===== config.mk =====
export PLATFORM = sky130hd
export DESIGN_NAME = sseg_capture
export DESIGN_NICKNAME = d
export VERILOG_FILES = /design/src/rtl/sseg_pkg.sv /design/src/rtl/sseg_glyph_decode.sv /design/src/rtl/sseg_capture.sv
export SDC_FILE = /design/constraint.sdc
export NUM_CORES = 1
export LEC_CHECK = 0
export BUFFER_PORTS_ARGS = -buffer_cell sky130_fd_sc_hd__buf_2
export CAP_MARGIN = 20
export CORE_MARGIN = 2
export CORE_UTILIZATION = 58
export DETAILED_ROUTE_END_ITERATION = 6
export HOLD_SLACK_MARGIN = 0.06
export PLACE_DENSITY_LB_ADDON = 0.3
export SLEW_MARGIN = 40
export SYNTH_ARGS = -nofsm -noshare
export SYNTH_HDL_FRONTEND = slang
export SYNTH_HIERARCHICAL = 1
export SYNTH_SLANG_ARGS = --single-unit
export TNS_END_PERCENT = 30

===== constraint.sdc =====
create_clock -name clk -period 3.4 [get_ports clk]
set_clock_uncertainty 0.2 [all_clocks]
set_input_delay 0.68 -clock clk [delete_from_list [all_inputs] [get_ports clk]]
set_output_delay 0.68 -clock clk [all_outputs]
set_load 0.02 [all_outputs]

===== src/rtl/sseg_pkg.sv =====
// Shared seven-segment definitions: active-low glyph table, segment bit indices
// and the capture FSM state type.
package sseg_pkg;

   localparam int SEG_A  = 0;
   localparam int SEG_B  = 1;
   localparam int SEG_C  = 2;
   localparam int SEG_D  = 3;
   localparam int SEG_E  = 4;
   localparam int SEG_F  = 5;
   localparam int SEG_G  = 6;
   localparam int SEG_DP = 7;

   // Entry n is the active-low {g..a} pattern for hex digit n.
   localparam logic [15:0][6:0] GLYPH_TBL = {
      7'h0E, 7'h06, 7'h21, 7'h46, 7'h03, 7'h08, 7'h10, 7'h00,
      7'h78, 7'h02, 7'h12, 7'h19, 7'h30, 7'h24, 7'h79, 7'h40
   };

   typedef enum logic {SETTLING, HOLD} state_t;

endpackage


===== src/rtl/sseg_glyph_decode.sv =====
// Combinational inverse of the display encoder: active-low segment pattern to
// hex nibble, with a hit flag for recognised glyphs.
module sseg_glyph_decode
   import sseg_pkg::*;
(
   input  logic [6:0] seg,
   output logic [3:0] nib,
   output logic       hit
);

   always_comb begin
      nib = 4'h0;
      hit = 1'b0;
      for (int i = 0; i < 16; i++) begin
         if (seg == GLYPH_TBL[i]) begin
            nib = 4'(i);
            hit = 1'b1;
         end
      end
   end

endmodule


===== src/rtl/sseg_capture.sv =====
// Samples a multiplexed active-low seven-segment bus, decodes each settled slot
// and publishes a 16-bit value once all four digits of a frame are collected.
//
// state    | meaning
// SETTLING | inputs changed recently; counting stable cycles toward SETTLE
// HOLD     | current slot already sampled; wait for the next input change
module sseg_capture
   import sseg_pkg::*;
#(
   parameter int unsigned SETTLE = 4
) (
   input  logic        clk,
   input  logic        rst,
   input  logic [3:0]  sseg_an,
   input  logic [7:0]  sseg_sig,
   output logic [15:0] value,
   output logic [3:0]  dp,
   output logic        valid,
   output logic        frame_done,
   output logic        glyph_err,
   output logic        an_err
);

   localparam logic [7:0] SETTLE_C = 8'(SETTLE);

   logic [3:0]       an_q;
   logic [7:0]       sig_q;
   logic [7:0]       cnt;
   state_t           state;
   logic             chg;
   logic             sample;
   logic [3:0]       an_low;
   logic             one_an;
   logic             multi_an;
   logic [1:0]       idx;
   logic [3:0]       nib;
   logic             hit;
   logic [3:0]       seen;
   logic [3:0][3:0]  shadow;
   logic [3:0]       dp_shadow;
   logic             commit;

   sseg_glyph_decode u_dec (
      .seg (sig_q[SEG_G:SEG_A]),
      .nib (nib),
      .hit (hit)
   );

   // A change seen at the input register resets the count on the same edge it is registered.
   assign chg      = ({sseg_an, sseg_sig} != {an_q, sig_q});
   assign sample   = (state == SETTLING) && !chg && (cnt == SETTLE_C - 8'd1);
   assign an_low   = ~an_q;
   assign one_an   = $onehot(an_low);
   assign multi_an = !one_an && (an_low != 4'h0);

   always_comb begin
      idx = 2'd0;
      for (int i = 0; i < 4; i++) begin
         if (an_low[i]) idx = 2'(i);
      end
   end

   always_ff @(posedge clk or negedge rst) begin
      if (!rst) begin
         an_q  <= 4'hF;
         sig_q <= 8'hFF;
         cnt   <= 8'd0;
         state <= SETTLING;
      end else begin
         an_q  <= sseg_an;
         sig_q <= sseg_sig;
         if (chg) begin
            cnt   <= 8'd0;
            state <= SETTLING;
         end else begin
            if (cnt != SETTLE_C) cnt <= cnt + 8'd1;
            if (sample) state <= HOLD;
         end
      end
   end

   always_ff @(posedge clk or negedge rst) begin
      if (!rst) begin
         shadow     <= '0;
         dp_shadow  <= 4'h0;
         seen       <= 4'h0;
         commit     <= 1'b0;
         value      <= 16'h0000;
         dp         <= 4'h0;
         valid      <= 1'b0;
         frame_done <= 1'b0;
         glyph_err  <= 1'b0;
         an_err     <= 1'b0;
      end else begin
         commit     <= 1'b0;
         frame_done <= commit;
         glyph_err  <= 1'b0;
         an_err     <= 1'b0;
         // Shadows already hold the completing digit by the time commit is seen.
         if (commit) begin
            value <= shadow;
            dp    <= dp_shadow;
            valid <= 1'b1;
            seen  <= 4'h0;
         end
         if (sample) begin
            if (multi_an) begin
               an_err <= 1'b1;
            end else if (one_an) begin
               if (hit) begin
                  shadow[idx]    <= nib;
                  dp_shadow[idx] <= ~sig_q[SEG_DP];
                  seen[idx]      <= 1'b1;
                  commit         <= ((seen | (4'b0001 << idx)) == 4'hF);
               end else begin
                  glyph_err <= 1'b1;
               end
            end
         end
      end
   end

endmodule


==> results_dict.tcl <==
set metrics [dict create \
    arrival_ns 3.24 \
    htreeDepth 3 \
    chipWidth_um 81.82 \
    ys_warn_count 6 \
    synth_top_area_cell "dfrtp_1" \
    slew_headroom 0.4585 \
    status "finished, final reports clean" \
    die_height_um 81.82 \
    max_cap_violations 0 \
    fin_cells 391 \
    drive_above_1_share 0.4177 \
    synthesis.area_mm2 0.003512 \
    cpMostUsedCell "buf_4" \
    finalSetupViolCount 0 \
    grtUsageTotal 0.2136 \
    die_area_mm2 0.006694 \
    hold_path_class "input pin to asynchronous set/reset pin" \
    grt_setup_unrepaired "no" \
    worst_path_max_delay_cell "dfstp_2" \
    wl_per_cell_um 16.54 \
    max_freq_ghz 0.3125 \
    worstPathMaxFanout 14 \
    grt_overflow 0 \
    totalWireLength_mm 6.469 \
    multi_input_area_mm2 0.001615 \
    synth-simple-area-share 0.1724 \
    utilization 0.6741 \
    insertion_delay_ns 0.36 \
    synth_top_family_by_area "simple AND/OR/NAND/NOR gates" \
    grt_start_max_net_pins 36 \
    nets 331 \
    final-seq-area_mm2 0.001768 \
    hold_ws_ns 0.05490 \
    tns_ns 0 \
    antenna_found_initial 0 \
    num-fill-cells 419 \
    syn_to_final_growth_pct 12.97 \
    worst_pin_slew_ns 0.8054 \
    postCtsHoldBufs 0 \
    setup.worst_path.end_class "register" \
    clk_pin_slew_worst_paths_ns 0.09 \
    cts_buffers 9 \
    ys_types 59 \
    max_stage_delay_ns 0.53 \
    stdcell_area_mm2 0.003968 \
    synth_edf_count 0 \
    finalHoldViolCount 0 \
    worst-setup-path-type "register to register" \
    vias 2241 \
    synth_compound_area_frac 0.06377 \
    grt_pass1_wl_mm 10.55 \
    grt_pass1_vias 2092 \
    period_share 0.9413 \
    synth_top_area_frac 0.4133 \
    syn_inst 266 \
    timing.critical_path.buf_inv 2 \
    gp_congestion 0.8212 \
    cts_tree "done" \
    avgSynthCellArea_um2 13.20 \
    diodes 0 \
    syn_nets 286 \
    boundaryPins 38 \
    synth-xor-area-share 0.04667 \
    synth_mux_area_frac 0.1496 \
    p_leak_nw 1.904 \
    dp.cells 371 \
    cp_cell_sequence "buf_4 > and4bb_1 > a22oi_1 > o41ai_1 > or4b_1 > and4bb_2 > nand4_1 > nor4_4 > buf_4 > mux2_4" \
    fp.coreArea_mm2 0.005886 \
    dpl.hpwl_mm 4.488 \
    start_kind "register" \
    drcViolationCount 0 \
    yosys_most_used_dff "dfrtp_1" \
    power_density_mw_per_mm2 407.4 \
    dr.first_iter.drc_count 106 \
    synthAdderAreaFrac 0.02351 \
    ant_nets 0 \
    post_dp_cell_area_mm2 0.003742 \
    layout_min_cycle_time_ns 3.200 \
    avgViaCountPerCell 5.731 \
    ys_seq_area_frac 0.5030 \
    row_count 28 \
    first_pass_iters 4 \
    yosys-top-cells-area "dfrtp_1, dfstp_2, mux2_4, mux2_2, xnor2_1" \
    ys_ff_latch 70 \
    clkSinkCount 70 \
    root_buffer "clkbuf_8" \
    crit_family "simple AND/OR/NAND/NOR gates" \
    portBuffers 37 \
    max-vdd-ir-drop_mv 0.2982 \
    slew_viol_final 0 \
    crit_required_ns 3.44 \
    synthArstFlopShare 1.000 \
    initial_core_util 0.5967 \
    clockBufferDepth 2 \
]
[cell usage after synthesis, drive strengths merged, types with 3 or more instances]
cell,instances
mux2,36
dfrtp,58
and4bb,4
and3,4
o21ai,3
inv,13
nand2,6
ha,5
a21o,4
nand3,5
nor4b,3
xnor2,15
a211oi,3
buf,12
dfstp,12
nand4,9
mux2i,6
nor4,8
nor3b,3
nor2,16
a21oi,8
[sequential cells by signal (all words and copies together), names as in the netlist, 4 cells and up]
name and cells:
an_q 4, value 16, sig_q 8, dp 4, dp_shadow 4, cnt 8, seen 4, shadow 16
[routing by layer]
metal  up-vias  global-route usage  part of all wire
met2        46              0.3179              0.47
met4         0              0.1000             0.014
met1      1121              0.3014              0.48
met5         -                   0                 0
li1       1066                   -                 -
met3         8             0.04286             0.034
[kinds of logic (layout without fill, tap and decap cells)]
| kind of cell | count (synthesis) | in the layout |
|---|---|---|
| xor gates and xnor gates | 17 | 17 |
| AOI/OAI and AO/OA | 32 | 32 |
| adders and majority gates | 6 | 6 |
| muxes | 42 | 42 |
| buffers and inverters | 25 | 75 |
| DFF | 70 | 70 |
| and+or+nand+nor | 74 | 74 |
[worst paths after layout]
check	startpoint	to	slack (ns)	depth (start not counted)
hold reg to reg	valid	valid	0.27	1
hold / removal	rst	dp[0]	0.05	1
setup reg to reg	sig_q[5]	shadow[1]	0.20	10
setup / recovery	sig_q[5]	shadow[1]	0.20	10
max in group asynchronous	rst	sig_q[0]	2.25	2
min in group clk	sseg_sig[7]	sig_q[7]	0.23	1
[final cells by class]
type / instances / area share
Clock buffer: 9 / 0.03122
Clock inverter: 7 / 0.01577
Inverter: 13 / 0.01230
Multi-Input combinational cell: 171 / 0.4071
Sequential cell: 70 / 0.4456
Tap cell: 75 / 0.02365
Timing Repair Buffer: 46 / 0.06433
[where the power goes]
part	leakage, nW	total, mW	internal [mW]	switching [mW]
clock	0.0931	0.643	0.281	0.362
combinational	0.897	0.105	0.0433	0.0617
sequential	0.914	0.868	0.846	0.0221
[cells in the final DEF, fill, tap and decap left out, drive strengths merged, types with 4 or more instances in the layout]
master	synthesis	final
mux2i	6	6
nor2	16	16
a21o	4	4
nand4	9	9
and3	4	4
ha	5	5
nand3	5	5
inv	13	18
a21oi	8	8
buf	12	46
clkbuf	0	9
and4bb	4	4
mux2	36	36
nor4	8	8
xnor2	15	15
dfstp	12	12
nand2	6	6
dfrtp	58	58
[what timing repair did]
action,CTS,global route
endpoints found under the hold margin,0,0
resized for setup,0,2
setup endpoints to repair,0,13
setup buffers,0,4
[worst register-to-register path: cells and delay by family (launching register included)]
kind,cells,cell delay (ns)
buffers and inverters,2,0.36
DFF,1,0.53
muxes,1,0.30
AOI/OAI and AO/OA,2,0.43
and+or+nand+nor,5,1.27
[through the flow]
step / setup WS [ns] / total power, mW
final: 0.1997 / 1.616
after CTS: 0.1631 / 1.628
after global placement: 0.2738 / 0.9833
after floorplan: 0.4063 / 0.9467
after detailed placement: 0.2029 / 0.9880
after global routing: 0.05371 / 1.675
Power figures use the tool's default switching activity.
